$ cat src/rtl/alu_op_sequencer_if.sv
// Bundle of the request, ALU-control and response channels around the op sequencer.
// slave is the sequencer's view; master is the decode / ALU / write-back side.
interface alu_op_sequencer_if #(
  parameter int W     = 16,
  parameter int CNT_W = 4
);
  logic             req_valid;
  logic             req_ready;
  logic [3:0]       req_op;
  logic [W-1:0]     req_a;
  logic [W-1:0]     req_b;
  logic             req_cin;
  logic [CNT_W-1:0] req_cnt;

  logic [5:0]       alu_ctrl;
  logic [W-1:0]     alu_a;
  logic [W-1:0]     alu_b;
  logic             alu_cin;
  logic [W-1:0]     alu_y;
  logic             alu_c;

  logic             rsp_valid;
  logic             rsp_ready;
  logic [W-1:0]     rsp_y;
  logic             rsp_c;
  logic             rsp_z;
  logic             rsp_err;

  modport slave (
    input  req_valid, req_op, req_a, req_b, req_cin, req_cnt,
    input  alu_y, alu_c, rsp_ready,
    output req_ready, alu_ctrl, alu_a, alu_b, alu_cin,
    output rsp_valid, rsp_y, rsp_c, rsp_z, rsp_err
  );

  modport master (
    output req_valid, req_op, req_a, req_b, req_cin, req_cnt,
    output alu_y, alu_c, rsp_ready,
    input  req_ready, alu_ctrl, alu_a, alu_b, alu_cin,
    input  rsp_valid, rsp_y, rsp_c, rsp_z, rsp_err
  );
endinterface

$ cat src/rtl/alu_op_sequencer.sv
// Sequences a combinational 16-bit ALU through one requested operation,
// expanding multi-bit shifts/rotates into repeated single-bit passes.
module alu_op_sequencer #(
  parameter int W     = 16,
  parameter int CNT_W = 4
) (
  input  logic               clk,
  input  logic               rst,
  alu_op_sequencer_if.slave  bus
);

  typedef enum logic [1:0] {IDLE, EXEC, RESP} state_t;

  state_t           state, state_next;
  logic [3:0]       op_q, op_next;
  logic [W-1:0]     work_q, work_next;
  logic [W-1:0]     breg_q, breg_next;
  logic             carry_q, carry_next;
  logic [CNT_W-1:0] cnt_q, cnt_next;
  logic             err_q, err_next;
  logic             accept;
  logic             is_shift;

  // Literals are written Ctrl0..Ctrl5 left to right, so bit i of the result is the (5-i)th literal bit.
  function automatic logic [5:0] ctrl_code(input logic [3:0] op);
    logic [5:0] s;
    logic [5:0] r;
    case (op)
      4'd0:    s = 6'b010010;
      4'd1:    s = 6'b010001;
      4'd2:    s = 6'b001010;
      4'd3:    s = 6'b001100;
      4'd4:    s = 6'b001110;
      4'd5:    s = 6'b000110;
      4'd6:    s = 6'b000000;
      4'd7:    s = 6'b011011;
      4'd8:    s = 6'b011000;
      4'd9:    s = 6'b100100;
      4'd10:   s = 6'b100000;
      4'd11:   s = 6'b100010;
      4'd12:   s = 6'b101100;
      4'd13:   s = 6'b101000;
      4'd14:   s = 6'b101010;
      default: s = 6'b000000;
    endcase
    for (int i = 0; i < 6; i++) r[i] = s[5-i];
    return r;
  endfunction

  assign bus.req_ready = (state == IDLE) && !rst;
  assign accept        = bus.req_valid && bus.req_ready;
  assign is_shift      = (bus.req_op >= 4'd9) && (bus.req_op <= 4'd14);

  always_ff @(posedge clk) begin
    if (rst) begin
      state   <= IDLE;
      op_q    <= '0;
      work_q  <= '0;
      breg_q  <= '0;
      carry_q <= 1'b0;
      cnt_q   <= '0;
      err_q   <= 1'b0;
    end else begin
      state   <= state_next;
      op_q    <= op_next;
      work_q  <= work_next;
      breg_q  <= breg_next;
      carry_q <= carry_next;
      cnt_q   <= cnt_next;
      err_q   <= err_next;
    end
  end

  // Illegal ops and zero-count shifts bypass EXEC so the ALU is never driven for them.
  always_comb begin
    state_next = state;
    op_next    = op_q;
    work_next  = work_q;
    breg_next  = breg_q;
    carry_next = carry_q;
    cnt_next   = cnt_q;
    err_next   = err_q;
    case (state)
      IDLE: begin
        if (accept) begin
          op_next    = bus.req_op;
          work_next  = bus.req_a;
          breg_next  = bus.req_b;
          carry_next = bus.req_cin;
          err_next   = 1'b0;
          if (bus.req_op == 4'd15) begin
            carry_next = 1'b0;
            err_next   = 1'b1;
            cnt_next   = '0;
            state_next = RESP;
          end else if (is_shift) begin
            cnt_next   = bus.req_cnt;
            state_next = (bus.req_cnt == '0) ? RESP : EXEC;
          end else begin
            cnt_next   = CNT_W'(1);
            state_next = EXEC;
          end
        end
      end
      EXEC: begin
        work_next  = bus.alu_y;
        carry_next = bus.alu_c;
        cnt_next   = cnt_q - CNT_W'(1);
        if (cnt_q == CNT_W'(1)) state_next = RESP;
      end
      RESP: begin
        if (bus.rsp_ready) state_next = IDLE;
      end
      default: state_next = IDLE;
    endcase
  end

  assign bus.alu_ctrl  = (state == EXEC) ? ctrl_code(op_q) : 6'b000000;
  assign bus.alu_a     = work_q;
  assign bus.alu_b     = breg_q;
  assign bus.alu_cin   = carry_q;

  assign bus.rsp_valid = (state == RESP);
  assign bus.rsp_y     = (state == RESP) ? work_q : '0;
  assign bus.rsp_c     = (state == RESP) && carry_q;
  assign bus.rsp_z     = (state == RESP) && (work_q == '0);
  assign bus.rsp_err   = (state == RESP) && err_q;

endmodule
$ cat src/flat_wrapper.sv
// flat-port wrapper written by rule: the top's interface ports become plain ports
module alu_op_sequencer_flat 
#(
  parameter int W     = 16,
  parameter int CNT_W = 4
)
  (clk, rst, bus_req_valid, bus_req_op, bus_req_a, bus_req_b, bus_req_cin, bus_req_cnt, bus_alu_y, bus_alu_c, bus_rsp_ready, bus_req_ready, bus_alu_ctrl, bus_alu_a, bus_alu_b, bus_alu_cin, bus_rsp_valid, bus_rsp_y, bus_rsp_c, bus_rsp_z, bus_rsp_err);
  alu_op_sequencer_if #(.W(W), .CNT_W(CNT_W)) bus_i ();
  input  logic clk;
  input  logic rst;
  input wire logic [$bits(bus_i.req_valid)-1:0] bus_req_valid;
  input wire logic [$bits(bus_i.req_op)-1:0] bus_req_op;
  input wire logic [$bits(bus_i.req_a)-1:0] bus_req_a;
  input wire logic [$bits(bus_i.req_b)-1:0] bus_req_b;
  input wire logic [$bits(bus_i.req_cin)-1:0] bus_req_cin;
  input wire logic [$bits(bus_i.req_cnt)-1:0] bus_req_cnt;
  input wire logic [$bits(bus_i.alu_y)-1:0] bus_alu_y;
  input wire logic [$bits(bus_i.alu_c)-1:0] bus_alu_c;
  input wire logic [$bits(bus_i.rsp_ready)-1:0] bus_rsp_ready;
  output wire logic [$bits(bus_i.req_ready)-1:0] bus_req_ready;
  output wire logic [$bits(bus_i.alu_ctrl)-1:0] bus_alu_ctrl;
  output wire logic [$bits(bus_i.alu_a)-1:0] bus_alu_a;
  output wire logic [$bits(bus_i.alu_b)-1:0] bus_alu_b;
  output wire logic [$bits(bus_i.alu_cin)-1:0] bus_alu_cin;
  output wire logic [$bits(bus_i.rsp_valid)-1:0] bus_rsp_valid;
  output wire logic [$bits(bus_i.rsp_y)-1:0] bus_rsp_y;
  output wire logic [$bits(bus_i.rsp_c)-1:0] bus_rsp_c;
  output wire logic [$bits(bus_i.rsp_z)-1:0] bus_rsp_z;
  output wire logic [$bits(bus_i.rsp_err)-1:0] bus_rsp_err;
  assign bus_i.req_valid = bus_req_valid;
  assign bus_i.req_op = bus_req_op;
  assign bus_i.req_a = bus_req_a;
  assign bus_i.req_b = bus_req_b;
  assign bus_i.req_cin = bus_req_cin;
  assign bus_i.req_cnt = bus_req_cnt;
  assign bus_i.alu_y = bus_alu_y;
  assign bus_i.alu_c = bus_alu_c;
  assign bus_i.rsp_ready = bus_rsp_ready;
  assign bus_req_ready = bus_i.req_ready;
  assign bus_alu_ctrl = bus_i.alu_ctrl;
  assign bus_alu_a = bus_i.alu_a;
  assign bus_alu_b = bus_i.alu_b;
  assign bus_alu_cin = bus_i.alu_cin;
  assign bus_rsp_valid = bus_i.rsp_valid;
  assign bus_rsp_y = bus_i.rsp_y;
  assign bus_rsp_c = bus_i.rsp_c;
  assign bus_rsp_z = bus_i.rsp_z;
  assign bus_rsp_err = bus_i.rsp_err;
  alu_op_sequencer #(.W(W), .CNT_W(CNT_W)) u_core (.clk(clk), .rst(rst), .bus(bus_i));
endmodule
$ cat config.mk
export PLATFORM = sky130hd
export DESIGN_NAME = alu_op_sequencer_flat
export DESIGN_NICKNAME = d
export VERILOG_FILES = /design/src/rtl/alu_op_sequencer_if.sv /design/src/rtl/alu_op_sequencer.sv /design/src/flat_wrapper.sv
export SDC_FILE = /design/constraint.sdc
export NUM_CORES = 1
export LEC_CHECK = 0
export BUFFER_PORTS_ARGS = -buffer_cell sky130_fd_sc_hd__buf_2
export CAP_MARGIN = 20
export CORE_UTILIZATION = 47
export CTS_CLUSTER_DIAMETER = 50
export DETAILED_ROUTE_END_ITERATION = 16
export PLACE_DENSITY_LB_ADDON = 0.3
export SYNTH_ARGS = -nofsm -noshare
export SYNTH_HDL_FRONTEND = slang
export SYNTH_SLANG_ARGS = --single-unit
$ cat constraint.sdc
create_clock -name clk -period 2.83 [get_ports clk]
set_input_delay 0.283 -clock clk [delete_from_list [all_inputs] [get_ports clk]]
set_output_delay 0.283 -clock clk [all_outputs]
set_load 0.01 [all_outputs]
==> summary.txt, run 1 <==
Global route
  • Initial antenna violation count: 0
  • All-Layer GR Usage: 20.5%
  • First-pass GRT wire length: 9800 um
  • GRT Residual Overflow: 0
  • Largest net degree at the start of global routing: 35
  • Vias in the first global route: 2153

Drt
  • Detailed Route WL: 6050 um
  • Antenna Nets Post-Route: 0
  • DRT Pass-1 Iters: 4
  • Detailed-route DRC error count: 0
  • Routed len/inst: 12.6 um
  • First DRT Iteration DRCs: 94
  • Vias per cell: 5.10
  • Vias: 2447

Logic synthesis
  • Cell Area, Synth: 2600 um2
  • Mapped Avg Cell Area: 8.79 um2
  • Asr flop ratio synth: 0%
  • Share of the synthesized area in the top cell type: 38.5%
  • Cell variety after synth: 39
  • Post-synth EDFFs: 0
  • Post-synthesis sequential area ratio: 38.5%
  • Top FF cell, synth: dfxtp_1
  • Synth top cells by count: dfxtp_1 (50), mux2i_1 (28), and2_1 (24), nor2_1 (24)
  • Synthesized Nets: 367
  • Cell with the most instances after synthesis: dfxtp_1
  • Syn. warnings: 0
  • Top cells by area, synth: dfxtp_1 (38%), mux2i_1 (11%), and2_1 (5.8%), nand2b_1 (5.3%), a211oi_1 (5.2%)
  • Cells after synthesis: 296
  • Cell accounting for the most synthesized area: dfxtp_1
  • Flops & latches, synth: 50

Clock tree
  • Post CTS Setup Buffer Count: 0
  • Hold Buf Count CTS: 0
  • CTS H-tree lvls: 2
  • Clock-pin slew on the worst setup and hold paths: 90 ps
  • CTS root buffer: clkbuf_8
  • Number of clock sinks: 50
  • Clock Tree Buf Depth: 2
  • Clk_lat worst skew: 300 ps
  • CTS resizes: 0
  • CTS Buf Count: 5
  • CTS tree: built

Timing
  • Endpoints failing setup: 0
  • Worst Tran Pin Value: 737 ps
  • Final hold violations: 0
  • Fmax: 406 MHz
  • Final period util: 87.0%
  • Max-slew headroom: 50.8%
  • Fin crit period: 2460 ps
  • RSZ-0062 raised after global routing: no
  • Final Max Slew Viols: 0
  • Setup TNS: 0 ps
  • Final Skew: 6.09 ps

Power
  • Leak Pwr: 0.00158 uW
  • Maximum vdd drop: 0.000264 V
  • Pwr dens: 524 nW/um2

Place
  • DP Cell Count: 472
  • IO Port Bufs: 121
  • Routability cong.: 0.825
  • Dpl hpwl: 4470 um

Worst setup path
  • Crit path launch type: flip-flop
  • Worst endpoint required time: 3030 ps
  • Reg2reg path depth: 6
  • WP data arrival: 2660 ps
  • Setup Crit Path Kind: flip-flop to flip-flop
  • Critical path fanouts, max: 12
  • Crit path cell chain: nor4b_4 > o21ai_0 > inv_1 > ha_1 > or4_1 > and4_1
  • Max incr delay on CP: 630 ps
  • Worst setup EP type: flip-flop
  • Critical path's slowest cell: dfxtp_1

Outcome
  • Run status: complete, no violations

Job
  • Max-cap violations: 0

Hold path
  • Hold Path Cell Cnt: 3
  • Min-Delay Path Class: primary input to flip-flop

Floorplanning
  • Total I/O pin count: 122
  • Die H: 76.4 um
  • FP Rows: 26
  • Die Span X: 76.4 um
  • Die area: 5840 um2
  • Core Area: 5200 um2
  • Initial Util: 50.0%

Layout
  • Antenna Cells: 0
  • Final #Nets: 480
  • Area grow syn2layout: 28.9%
  • Share of cells above drive strength 1: 34.4%
  • Post-Layout Cell Count: 480
-- path summary, 6_finish.rpt --
kind	startpoint	slack (ps)	end
worst max-delay path	u_core.state[0]	370	flip-flop
worst max register to register	u_core.state[0]	370	flip-flop
worst min-delay path	bus_req_b[12]	170	u_core.bus.alu_b[12]
worst min register to register	u_core.bus.alu_b[4]	480	u_core.bus.alu_b[4]
-- worst max-delay path: cells and delay by family (launching register included) --
kind / cells / cell delay, ps
flip-flops: 1 / 630
AND/OR/NAND/NOR: 3 / 800
AO/OA/AOI/OAI: 1 / 470
adder cells (fa/ha/maj): 1 / 270
buffers and inverters: 1 / 190
-- layout make-up --
type / instances / area, um2
sequential: 50 / 1000
tap: 70 / 87.6
clock buffer: 5 / 68.8
inverter: 8 / 30.0
clock inverter: 3 / 45.0
fill: 494 / 1850
timing repair buffer: 128 / 658
multi-input combinational: 216 / 1460
-- per-layer routing --
metal / track usage, % / vias up / part of all wire, %
met5: 0 / - / 0
met4: 6.15 / 0 / 1.4
met3: 5.03 / 9 / 6.0
met2: 36.8 / 90 / 50
met1: 24.0 / 1098 / 43
li1: - / 1250 / -
-- kinds of logic (layout without fill, tap and decap cells) --
family                     after synthesis  after routing  share of synthesized area (%)
adders and majority gates                9              9                           4.33
xor gates and xnor gates                 1              1                          0.337
buffers and inverters                   30            144                           5.63
muxes                                   31             31                           12.1
and+or+nand+nor                        122            122                           26.2
DFF                                     50             50                           38.5
AOI/OAI and AO/OA                       53             53                           13.0
-- stage by stage --
step / total power [uW] / setup WS, ps / area, um2 / util, % / hold slack (ps)
floorplan: 1120 / 445 / 2600 / - / 392
global placement: 1270 / 512 / 3240 / 62.2 / 458
detailed placement: 1280 / 383 / 3240 / 62.2 / 465
CTS: 1780 / 358 / 3350 / 64.4 / 162
global route: 1860 / 237 / 3350 / 64.4 / 161
finish: 1760 / 369 / 3350 / 64.4 / 171
-- layout by cell type (no fill, tap or decap), types with 5 or more instances in the layout --
cell type / instances
nor3_1: 5
buf_4: 7
mux2i_1: 28
a211oi_1: 18
dfxtp_1: 50
buf_2: 121
nand2b_1: 22
o21ai_0: 20
clkbuf_8: 5
a21oi_1: 6
ha_1: 9
nand2_1: 22
inv_1: 8
and2_1: 24
nor2_1: 24
-- where the power goes --
part           internal [uW]  switching, uW
sequential               783           56.9
combinational            199            221
clock                    263            234
total                   1240            512
No activity file was read; power rests on OpenSTA's default activity.
==> run 2, diff against run 1 <==
Settings changed: ABC_AREA from default to 1, CORE_UTILIZATION 47 to 46, PLACE_DENSITY from default to 0.8, PLACE_DENSITY_LB_ADDON 0.3 to default.
==> run 2 against run 1 <==
Power increased by 7.3%. Critical path depth grew 1. Global-route usage up 2.8 points. Combinational power rose by 24%. Design area down 2.6%. Clock power is 4.6% higher. Clock skew increased by 0.57 ps. Critical path type unchanged. Largest power group unchanged.
==> summary.txt, run 2 <==
Timing
  • Setup TNS: 0 ps (unchanged)
  • Endpoints failing setup: 0 (unchanged)
  • Final period util: 73.8% (-13 points)
  • Final Skew: 6.66 ps (+0.566 ps)
  • Worst Tran Pin Value: 505 ps (-232 ps)
  • RSZ-0062 raised after global routing: no
  • Fmax: 479 MHz (+18%)
  • Max-slew headroom: 66.3% (+15 points)
  • Worst setup margin: 741 ps (+372 ps)
  • Final hold violations: 0 (unchanged)
  • Fin crit period: 2090 ps (-372 ps)
  • Final Max Slew Viols: 0 (unchanged)

Place
  • IO Port Bufs: 121 (unchanged)
  • Dpl ws: 568 ps (+185 ps)
  • Dpl hpwl: 4890 um (+9.3%)
  • Routability cong.: 0.814 (-1.3%)

Worst setup path
  • Reg2reg path depth: 7 (+1)
  • Setup slack, reg-to-reg: 740 ps (+370 ps)
  • FF-to-FF Start: u_core.state[0]
  • Worst endpoint required time: 3060 ps (+30 ps)
  • Crit path launch type: flip-flop
  • WP data arrival: 2320 ps (-340 ps)
  • Worst setup EP type: flip-flop
  • Critical path fanouts, max: 27 (+15)
  • Setup Crit Path Kind: flip-flop to flip-flop

Logic synthesis
  • Top cells by area, synth: dfxtp_1 (40%), nand2_1 (16%), nand3_1 (8.5%), nor2_1 (6.7%), inv_1 (6.4%)
  • Top FF cell, synth: dfxtp_1
  • Mapped Avg Cell Area: 6.75 um2 (-23%)
  • Flops & latches, synth: 50 (unchanged)
  • Asr flop ratio synth: 0% (unchanged)
  • Cell accounting for the most synthesized area: dfxtp_1
  • Post-synth EDFFs: 0 (unchanged)
  • Post-synthesis sequential area ratio: 39.7% (+1.3 points)
  • Syn. warnings: 0 (unchanged)
  • Share of the synthesized area in the top cell type: 39.7% (+1.3 points)
  • Synthesized Nets: 444 (+21%)
  • Cell variety after synth: 30 (-23%)
  • Cells after synthesis: 373 (+26%)
  • Cell with the most instances after synthesis: nand2_1
  • Cell Area, Synth: 2520 um2 (-3.2%)
  • Synth top cells by count: nand2_1 (106), dfxtp_1 (50), nor2_1 (45)

Drt
  • DRT Pass-1 Iters: 4 (unchanged)
  • First DRT Iteration DRCs: 170 (+81%)
  • Vias per cell: 4.94 (-3.1%)
  • Vias: 2756 (+13%)
  • Detailed Route WL: 6690 um (+11%)
  • Detailed-route DRC error count: 0 (unchanged)
  • Routed len/inst: 12.0 um (-4.8%)
  • Antenna Nets Post-Route: 0 (unchanged)

Layout
  • Most common cell after layout, fill and taps aside: buf_2
  • Antenna Cells: 0 (unchanged)
  • Final #Nets: 558 (+16%)
  • Share of cells above drive strength 1: 29.9% (-4.5 points)
  • Most frequent cells in the layout: buf_2 (121), nand2_1 (106), dfxtp_1 (50)
  • Area grow syn2layout: 29.7%

Global route
  • All-Layer GR Usage: 23.4% (+2.8 points)
  • GRT Residual Overflow: 0 (unchanged)
  • Largest net degree at the start of global routing: 33 (-5.7%)
  • Vias in the first global route: 2555 (+19%)
  • First-pass GRT wire length: 11200 um (+14%)
  • Initial antenna violation count: 0 (unchanged)

Clock tree
  • Clock-pin slew on the worst setup and hold paths: 100 ps (about the same)
  • CTS root buffer: clkbuf_8
  • CTS Buf Count: 5 (unchanged)
  • CTS resizes: 0 (unchanged)
  • CTS H-tree lvls: 2 (unchanged)
  • Post CTS Setup Buffer Count: 0 (unchanged)
  • Clk_lat worst skew: 310 ps (about the same)
  • Clock Tree Buf Depth: 2 (unchanged)
  • Number of clock sinks: 50 (unchanged)
  • Hold Buf Count CTS: 0 (unchanged)
  • CTS tree: built

Floorplanning
  • Die area: 5780 um2 (-1.0%)
  • Core Area: 5200 um2 (unchanged)
  • Initial Util: 48.4% (-1.6 points)
  • Total I/O pin count: 122 (unchanged)
  • Die H: 76.0 um (-0.52%)
  • FP Rows: 26 (unchanged)
  • Die Span X: 76.0 um (-0.52%)

Power
  • Maximum vdd drop: 0.000301 V (+14%)
  • Pwr dens: 577 nW/um2 (+10%)
  • Leak Pwr: 0.00172 uW (+9.2%)
  • Power, Total: 1890 uW (+7.3%)

Hold path
  • Min-Delay Path Class: primary input to flip-flop
  • Hold Path Cell Cnt: 3 (unchanged)
  • Worst Hold End: u_core.bus.alu_b[6]
  • Hold path start: bus_req_b[6]

Outcome
  • Run status: complete, no violations

Job
  • Max-cap violations: 0 (unchanged)
==> run 2: worst max-delay path, cell delays in order (launching register included) <==
cell,delay [ps]
dfxtp_1,350
nor2_4,220
nand3_4,310
o21ai_1,370
inv_1,160
ha_1,220
or2_1,240
a21oi_1,160
==> run 2: kinds of logic after synthesis <==
kind of cell / Yosys count / share of synthesized area, %
adder cells (fa/ha/maj): 9 / 4.47
buffers and inverters: 65 / 10.3
AO/OA/AOI/OAI: 34 / 7.90
AND/OR/NAND/NOR: 215 / 37.6
flip-flops: 50 / 39.7
==> run 2: layout make-up <==
cell class / count / area (um2)
timing repair buffer: 123 / 621
tap: 70 / 87.6
clock inverter: 3 / 47.5
inverter: 49 / 184
clock buffer: 5 / 68.8
multi-input combinational: 258 / 1260
fill: 495 / 1940
sequential: 50 / 1000
==> run 2: through the flow <==
step / instances / cell area [um2] / hold WS (ps) / util, %
after floorplan: 373 / 2520 / 394 / -
after global placement: 550 / 3150 / 455 / 60.5
after detailed placement: 550 / 3150 / 458 / 60.5
after CTS: 558 / 3270 / 150 / 62.8
after global routing: 558 / 3270 / 152 / 62.8
final: 558 / 3270 / 162 / 62.8
==> run 2: per-layer routing <==
layer / wire length, um / global-route usage [%]
met5: 0 / 0
met4: 54 / 6.15
met3: 549 / 5.87
met2: 3170 / 42.7
met1: 2920 / 27.1
==> run 2: worst max path at each step <==
stage,cells past startpoint,to,slack (ps),from
floorplan,11,flip-flop,1000,rst
global placement,11,flip-flop,670,rst
global route,10,flip-flop,580,u_core.state[0]
finish,7,flip-flop,740,u_core.state[0]
CTS,7,flip-flop,720,u_core.state[0]
detailed placement,9,flip-flop,570,rst
==> run 2: power by group <==
| group | switching [uW] | internal (uW) |
|---|---|---|
| Sequential | 52.7 | 794 |
| Combinational | 324 | 195 |
| Clock | 252 | 268 |
| Total | 629 | 1260 |
==> run 3, diff against run 2 <==
Clock period 2.83 ns to 2.1 ns, I/O delays scaled along.
==> run 3 against run 2 <==
Combinational power rose by 37%. Sequential cell count did not move. Worst hold slack got worse by 69 ps. Global-route usage rose by 0.91 points. Utilization decreased by 0.22 points. Clock power rose by 10%.
==> summary.txt, run 3 (same netlist as run 2, synthesis figures left out) <==
Timing
  • Final Skew: 5.72 ps (-0.939 ps)
  • Max-slew headroom: 64.0% (-2.2 points)
  • Final Max Slew Viols: 0 (unchanged)
  • Final hold violations: 0 (unchanged)
  • Final period util: 92.0%
  • Setup TNS: 0 ps (unchanged)
  • Endpoints failing setup: 0 (unchanged)
  • Fmax: 518 MHz
  • RSZ-0062 raised after global routing: no
  • Worst Tran Pin Value: 539 ps (+33.6 ps)
  • Fin crit period: 1930 ps

Floorplanning
  • Total I/O pin count: 122 (unchanged)
  • FP Rows: 26 (unchanged)
  • Die Span X: 76.0 um (unchanged)
  • Die H: 76.0 um (unchanged)
  • Initial Util: 48.4% (unchanged)
  • Die area: 5780 um2 (unchanged)
  • Core Area: 5200 um2 (unchanged)

Clock tree
  • Post CTS Setup Buffer Count: 0 (unchanged)
  • CTS resizes: 0 (unchanged)
  • CTS root buffer: clkbuf_8
  • CTS Buf Count: 5 (unchanged)
  • Number of clock sinks: 50 (unchanged)
  • Clock-pin slew on the worst setup and hold paths: 100 ps (about the same)
  • Clk_lat worst skew: 300 ps (about the same)
  • Clock Tree Buf Depth: 2 (unchanged)
  • Hold Buf Count CTS: 0 (unchanged)
  • CTS tree: built
  • CTS H-tree lvls: 2 (unchanged)

Global route
  • Vias in the first global route: 2633 (+3.1%)
  • All-Layer GR Usage: 24.3% (+0.91 points)
  • GRT Residual Overflow: 0 (unchanged)
  • First-pass GRT wire length: 11500 um (+3.0%)
  • Largest net degree at the start of global routing: 33 (unchanged)
  • Initial antenna violation count: 0 (unchanged)

Hold path
  • Worst Hold End: u_core.bus.alu_b[3]
  • Hold path start: bus_req_b[3]
  • Min-Delay Path Class: primary input to flip-flop
  • Hold Path Cell Cnt: 3 (unchanged)

Place
  • Routability cong.: 0.796 (-2.2%)
  • Dpl hpwl: 5010 um (+2.4%)
  • IO Port Bufs: 121 (unchanged)
  • DP Area: 3170 um2 (+0.48%)

Drt
  • Routed len/inst: 12.2 um (+1.9%)
  • Vias: 2813 (+2.1%)
  • DRT Pass-1 Iters: 4 (unchanged)
  • First DRT Iteration DRCs: 174 (+2.4%)
  • Detailed Route WL: 6840 um (+2.2%)
  • Vias per cell: 5.02 (+1.7%)
  • Antenna Nets Post-Route: 0 (unchanged)
  • Detailed-route DRC error count: 0 (unchanged)

Layout
  • Most common cell after layout, fill and taps aside: buf_2
  • Final #Nets: 560 (+0.36%)
  • Cell area after layout: 3260 um2 (-0.34%)
  • Most frequent cells in the layout: buf_2 (121), nand2_1 (106), dfxtp_1 (50)
  • Share of cells above drive strength 1: 30.2% (+0.29 points)
  • Area grow syn2layout: 29.3%
  • Final core occ: 62.5% (-0.22 points)
  • Antenna Cells: 0 (unchanged)

Worst setup path
  • Reg2reg path depth: 9 (+2)
  • Worst setup EP type: output port
  • Setup slack, reg-to-reg: 260 ps (-480 ps)
  • Critical path fanouts, max: 3 (-89%)
  • Crit path launch type: flip-flop
  • Worst endpoint required time: 1890 ps (-1170 ps)
  • Critical path's slowest cell: dfxtp_1
  • FF-to-FF Start: u_core.state[0]
  • WP data arrival: 1720 ps (-600 ps)
  • Max incr delay on CP: 420 ps (+50 ps)
  • Crit path cell chain: inv_1 > nor2_1 > nand4_1 > nor4_1 > buf_2
  • Setup Crit Path Kind: flip-flop to output port

Power
  • Maximum vdd drop: 0.000373 V (+24%)
  • Pwr dens: 744 nW/um2 (+29%)
  • Leak Pwr: 0.00172 uW (-0.31%)

Outcome
  • Run status: complete, no violations

Job
  • Max-cap violations: 0 (unchanged)
[run 3: cell types whose count changed in the layout (fill, tap and decap cells not counted)]
| cell | change |
|---|---|
| buf_4 | +2 |
| bufinv_16 | -1 |
| clkinv_2 | +1 |
| clkinvlp_4 | +1 |
| inv_6 | -1 |
[run 3: final cells by class]
type                            count  area (um2)
Clock buffer                        5        68.8
Clock inverter                      3        21.3
Fill cell                         477        1950
Inverter                           49         184
Multi-Input combinational cell    258        1260
Sequential cell                    50        1000
Tap cell                           70        87.6
Timing Repair Buffer              125         636
[run 3: worst max-delay path: cells and delay by family (launching register included)]
family,cells,cell delay (ps)
simple gates,3,740
flops,1,420
buf+inv,2,270
[run 3: power breakdown]
group	switching, uW	internal, uW	leakage [uW]
Clock	337	235	0.0000441
Sequential	69.9	1070	0.000412
Combinational	444	266	0.00126
Total	851	1570	0.00172
[run 3: through the flow]
stage,cells,hold slack (ps),total power (uW),setup slack (ps)
after floorplan,373,321,1620,294
after global placement,552,402,1850,322
after detailed placement,552,408,1860,265
after CTS,560,86.3,2440,185
after global routing,560,79.7,2580,2.48
final,560,92.9,2420,168
[run 3: worst max-delay path by stage]
| stage | start | end | slack (ps) | cells after the start |
|---|---|---|---|---|
| 5_1_grt | u_core.state[1] | bus_rsp_z | 2 | 5 |
| 3_3_place_gp | u_core.state[0] | flip-flop | 320 | 9 |
| 6_report | u_core.state[1] | bus_rsp_z | 170 | 5 |
| 4_1_cts | u_core.state[1] | bus_rsp_z | 180 | 5 |
| 2_1_floorplan | u_core.state[0] | flip-flop | 290 | 10 |
| 3_5_place_dp | u_core.state[0] | flip-flop | 270 | 9 |
[run 3: metal layers]
metal | routed length, um | track usage [%] | vias to the layer above | share of wire, %
li1 | - | - | 1419 | -
met1 | 2930 | 27.4 | 1258 | 43
met2 | 3250 | 43.1 | 124 | 47
met3 | 535 | 6.95 | 12 | 7.8
met4 | 129 | 9.62 | 0 | 1.9
met5 | 0 | 0 | - | 0
